[config.mk]
export PLATFORM = sky130hd
export DESIGN_NAME = phase_ctrl
export DESIGN_NICKNAME = d
export VERILOG_FILES = /design/src/rtl/phase_pkg.sv /design/src/rtl/btn_debounce.sv /design/src/rtl/phase_ctrl.sv
export SDC_FILE = /design/constraint.sdc
export NUM_CORES = 1
export LEC_CHECK = 0
export BUFFER_PORTS_ARGS = -buffer_cell sky130_fd_sc_hd__buf_2
export CORE_AREA = 2 2 39 41
export DETAILED_ROUTE_END_ITERATION = 8
export DIE_AREA = 0 0 41 43
export PLACE_DENSITY = 0.84
export SETUP_SLACK_MARGIN = 0.02
export SYNTH_ARGS = -nofsm -noshare
export SYNTH_HDL_FRONTEND = slang
export SYNTH_SLANG_ARGS = --single-unit
[constraint.sdc]
create_clock -name CLK -period 3.1 [get_ports CLK]
set_clock_uncertainty 0.2 [all_clocks]
set_input_delay 0.62 -clock CLK [delete_from_list [all_inputs] [get_ports CLK]]
set_output_delay 0.62 -clock CLK [all_outputs]
set_load 0.02 [all_outputs]
[src/rtl/phase_pkg.sv]
// Shared types and defaults for the phase counter controller.
// PHASE_CTRL_TIMEOUT_EN adds the FAULT state to the FSM encoding.
package phase_pkg;

    localparam int unsigned DEB_CYCLES_DEF  = 500;
    localparam int unsigned ACK_TIMEOUT_DEF = 16;
    localparam logic [4:0]  PHASE_IDLE      = 5'd0;

    typedef enum logic [2:0] {
        StIdle,
        StStartReq,
        StRun,
        StStopReq
`ifdef PHASE_CTRL_TIMEOUT_EN
        ,
        StFault
`endif
    } phase_state_e;

endpackage

[src/rtl/btn_debounce.sv]
// Two-flop synchronizer plus stability-window debouncer for one push-button.
// rise pulses for one cycle in the same cycle the debounced level goes high.
module btn_debounce
    import phase_pkg::*;
#(
    parameter int unsigned DEB_CYCLES = DEB_CYCLES_DEF
) (
    input  logic CLK,
    input  logic RST,
    input  logic din,
    output logic dout,
    output logic rise
);

    localparam int unsigned CntW = (DEB_CYCLES > 1) ? $clog2(DEB_CYCLES) : 1;
    localparam logic [CntW-1:0] CntLast = CntW'(DEB_CYCLES - 1);

    if (DEB_CYCLES < 1) begin : g_bad_deb
        $error("DEB_CYCLES must be at least 1");
    end

    logic [1:0]      sync_q;
    logic [CntW-1:0] cnt_q, cnt_d;
    logic            dout_q, dout_d;
    logic            rise_q, rise_d;

    // The counter only runs while the synchronized input disagrees with the
    // debounced level, so any glitch back to the old value restarts the window.
    always_comb begin
        cnt_d  = '0;
        dout_d = dout_q;
        rise_d = 1'b0;
        if (sync_q[1] != dout_q) begin
            if (cnt_q == CntLast) begin
                dout_d = sync_q[1];
                rise_d = sync_q[1];
            end else begin
                cnt_d = cnt_q + 1'b1;
            end
        end
    end

    always_ff @(posedge CLK) begin
        if (RST) begin
            sync_q <= '0;
            cnt_q  <= '0;
            dout_q <= 1'b0;
            rise_q <= 1'b0;
        end else begin
            sync_q <= {sync_q[0], din};
            cnt_q  <= cnt_d;
            dout_q <= dout_d;
            rise_q <= rise_d;
        end
    end

    assign dout = dout_q;
    assign rise = rise_q;

endmodule

[src/rtl/phase_ctrl.sv]
// Push-button start/stop controller for an external phase counter.
// Define PHASE_CTRL_TIMEOUT_EN to add the acknowledgement timeout and FAULT state.
module phase_ctrl
    import phase_pkg::*;
#(
    parameter int unsigned DEB_CYCLES  = DEB_CYCLES_DEF,
    parameter int unsigned ACK_TIMEOUT = ACK_TIMEOUT_DEF
) (
    input  logic       CLK,
    input  logic       RST,
    input  logic       btn,
    input  logic [4:0] q,
    output logic       start,
    output logic       stop,
    output logic       running,
    output logic       fault
);

    if (ACK_TIMEOUT < 1) begin : g_bad_timeout
        $error("ACK_TIMEOUT must be at least 1");
    end

    logic btn_level;
    logic btn_rise;
    logic press;
    logic q_idle;

    phase_state_e state_q, state_d;

    btn_debounce #(
        .DEB_CYCLES(DEB_CYCLES)
    ) u_btn_debounce (
        .CLK (CLK),
        .RST (RST),
        .din (btn),
        .dout(btn_level),
        .rise(btn_rise)
    );

    assign press  = btn_rise && btn_level;
    assign q_idle = (q == PHASE_IDLE);

`ifdef PHASE_CTRL_TIMEOUT_EN
    localparam int unsigned AckW = $clog2(ACK_TIMEOUT + 1);
    localparam logic [AckW-1:0] AckMax  = AckW'(ACK_TIMEOUT);
    localparam logic [AckW-1:0] AckLast = AckW'(ACK_TIMEOUT - 1);

    logic [AckW-1:0] ack_cnt_q, ack_cnt_d;
`endif

    // Acknowledgement is checked before press everywhere, so a press that
    // coincides with an ack is simply dropped.
    always_comb begin
        state_d = state_q;
        unique case (state_q)
            StIdle: begin
                if (press) state_d = StStartReq;
            end
            StStartReq: begin
                if (!q_idle) state_d = StRun;
`ifdef PHASE_CTRL_TIMEOUT_EN
                else if (ack_cnt_q == AckLast) state_d = StFault;
`endif
            end
            StRun: begin
                if (q_idle) state_d = StIdle;
                else if (press) state_d = StStopReq;
            end
            StStopReq: begin
                if (q_idle) state_d = StIdle;
`ifdef PHASE_CTRL_TIMEOUT_EN
                else if (ack_cnt_q == AckLast) state_d = StFault;
`endif
            end
`ifdef PHASE_CTRL_TIMEOUT_EN
            StFault: state_d = StFault;
`endif
            default: state_d = StIdle;
        endcase
    end

`ifdef PHASE_CTRL_TIMEOUT_EN
    always_comb begin
        ack_cnt_d = ack_cnt_q;
        if ((state_d != state_q) && ((state_d == StStartReq) || (state_d == StStopReq))) begin
            ack_cnt_d = '0;
        end else if (ack_cnt_q != AckMax) begin
            ack_cnt_d = ack_cnt_q + 1'b1;
        end
    end
`endif

    always_ff @(posedge CLK) begin
        if (RST) begin
            state_q <= StIdle;
`ifdef PHASE_CTRL_TIMEOUT_EN
            ack_cnt_q <= '0;
`endif
        end else begin
            state_q <= state_d;
`ifdef PHASE_CTRL_TIMEOUT_EN
            ack_cnt_q <= ack_cnt_d;
`endif
        end
    end

    assign start   = (state_q == StStartReq);
    assign stop    = (state_q == StStopReq);
    assign running = (state_q == StRun);
`ifdef PHASE_CTRL_TIMEOUT_EN
    assign fault   = (state_q == StFault);
`else
    assign fault   = 1'b0;
`endif

endmodule

==> flow_metrics.py <==
metrics = {
    "clocking": {
        "insertion_delay_ns": 0.29,
        "cts-hold-fix-buffers": 0,
        "postCtsSetupRepairBufs": 0,
        "ctsRootBufferMaster": "clkbuf_4",
        "cts_buffers": 3,
        "clkTransAtPathRegs_ns": 0.09,
        "clock-sinks": 15,
        "cts_tree": "yes",
        "cts_max_level": 1,
        "clockBufferDepth": 2,
        "cts_resized": 0,
    },
    "min_path": {
        "hold_class": "reg2reg",
        "min_from": "u_btn_debounce.sync_q[0]$_SDFF_PP0_",
        "min_path_cells": 1,
        "worstHoldEndpoint": "u_btn_debounce.sync_q[1]$_SDFF_PP0_",
    },
    "logic_synthesis": {
        "synth-edff-count": 0,
        "synth_nets": 86,
        "ys.warnings.count": 0,
        "ys_ff_latch": 15,
        "synth_async_sr_flop_share": 0,
        "synth-seq-area-share": 0.4188,
        "syn-instance-count": 77,
        "synth_flop_cell": "dfxtp_1",
        "netlist_area_um2": 716.9,
        "syn_avg_cell_area_um2": 9.311,
        "synthDistinctLibCells": 35,
    },
    "worst_setup_path": {
        "worstReg2RegStart": "u_btn_debounce.cnt_q[3]$_SDFF_PP0_",
        "r2r_end": "u_btn_debounce.cnt_q[4]$_SDFF_PP0_",
        "end_kind": "primary output",
        "reg2reg_slack_ns": 1.43,
        "critPathRequiredTime_ns": 2.28,
        "worst_setup_path_start_kind": "flip-flop",
        "cp_max_fo": 5,
        "rr_worst_depth": 3,
        "arrival_ns": 1.09,
        "crit_type": "reg2out",
    },
    "global_routing": {
        "gr-total-overflow": 0,
        "grt_first_pass_wirelength_um": 2194,
        "grt_max_degree": 11,
        "grt_pass1_vias": 503,
        "antenna_found_initial": 0,
        "grt_usage": 0.1866,
    },
    "floorplan": {
        "start_util": 0.5181,
        "die_w_um": 41,
        "io_pins": 12,
        "row_count": 14,
        "coreArea_um2": 1384,
        "die-area_um2": 1763,
        "die_h_um": 43,
    },
    "final_layout": {
        "final_common_cell": "dfxtp_1",
        "layout-drive-gt1-share": 0.2273,
        "mostFrequentLayoutCells": "dfxtp_1, buf_2, nor2b_1, nand2_1, nor2_1",
        "synthToLayoutAreaGrowth_pct": 11.17,
        "diodes": 0,
        "fin_nets": 98,
        "fillers": 123,
    },
    "placed_design": {
        "dp_hpwl_um": 1016,
        "portBuffers": 10,
        "pre_cts_ws_ns": 1.016,
        "gp_congestion": 0.8040,
    },
    "sta": {
        "clock.fmax_mhz": 524.5,
        "hold_violations": 0,
        "finalCriticalPeriod_ns": 1.906,
        "post-route-period-util": 0.6150,
        "finalSetupViolCount": 0,
        "report.final.slew_viol_count": 0,
        "whs_ns": 0.2505,
        "setup_ws_ns": 1.194,
        "tns_ns": 0,
        "rsz0062_at_grt": "no",
    },
    "power": {
        "powerDensity_nw_per_um2": 402.0,
        "ir_drop_mv": 0.2331,
        "power.leakage_uw": 0.0002921,
    },
    "routing": {
        "drc": 0,
        "drtIter0Drc": 8,
        "drt-total-wl_um": 1310,
        "drt-vias-per-instance": 5.510,
        "ant_nets": 0,
        "wl_per_cell_um": 12.60,
        "first_pass_iters": 4,
        "vias": 573,
    },
    "job": {
        "cap_viol_max_count": 0,
    },
    "status": {
        "status": "completed",
    },
}
[area by class of cell]
class                   count  area [um^2]  share of cell area
clock buffers               3        22.52             0.02826
clock inverters             1        5.005            0.006279
inverters                   4        15.01             0.01884
multi-input cells          55        384.1              0.4819
flip-flops and latches     15        300.3              0.3768
well taps                  16        20.02             0.02512
repair buffers             10        50.05             0.06279
[cell families after synthesis]
logic type / count (synthesis) / share of synthesized area
buf+inv: 7 / 0.04537
fa+ha+maj: 1 / 0.01745
flops: 15 / 0.4189
xor+xnor: 4 / 0.04887
other cells: 1 / 0.005231
compound gates: 15 / 0.1763
simple gates: 33 / 0.2740
mux: 1 / 0.01396
[how the worst max path moves through the flow]
stage,startpoint,to,slack (ns),depth (start not counted)
global route,state_q[0]$_SDFFE_PP0P_,start,1.16,2
global placement,q[0],state_q[0]$_SDFFE_PP0P_,1.08,4
floorplan,q[0],state_q[0]$_SDFFE_PP0P_,1.20,3
CTS,state_q[0]$_SDFFE_PP0P_,start,1.19,2
detailed placement,q[0],state_q[0]$_SDFFE_PP0P_,1.02,4
finish,state_q[0]$_SDFFE_PP0P_,start,1.19,2
[critical path, stage by stage, from the launching register on]
cell     delay (ns)
dfxtp_1        0.40
nor2b_1        0.20
buf_2          0.19
[per-layer routing]
layer | global-route usage | wire, um | up-vias
met4 | 0.1000 | 27 | 0
li1 | - | - | 295
met3 | 0.04712 | 30 | 4
met1 | 0.2226 | 555 | 267
met2 | 0.2906 | 696 | 7
met5 | 0 | 0 | -
[per-stage QoR]
step	cell area [um^2]	std cells	utilization	total power (uW)
6_report	797.0	104	0.5759	320.4
5_1_grt	797.0	104	0.5759	332.7
4_1_cts	797.0	104	0.5759	322.7
3_5_place_dp	769.5	100	0.5561	212.6
3_3_place_gp	769.5	100	0.5561	211.8
2_1_floorplan	716.9	77	-	207.0
[where the power goes]
part	switching, uW	internal [uW]
registers	0.861	194
logic	7.37	5.72
clock network	64.2	48.1
total	72.5	248
[synthesized netlist by cell type, drive strengths merged (2+ instances only)]
master / instances / area, um^2
a21oi: 3 / 15.01
a31oi: 2 / 12.51
buf: 3 / 17.52
dfxtp: 15 / 300.3
inv: 4 / 15.01
nand2: 6 / 22.52
nand3: 4 / 20.02
nor2: 5 / 18.77
nor2b: 6 / 37.54
o21ai: 2 / 10.01
or3: 2 / 12.51
xnor2: 2 / 17.52
xor2: 2 / 17.52
[registers in the layout, summed over array words and instances, names as in the netlist]
register / flops
state_q: 2
u_btn_debounce.cnt_q: 9
u_btn_debounce.dout: 1
u_btn_debounce.rise: 1
u_btn_debounce.sync_q: 2
(Power assumes the default switching activity.)
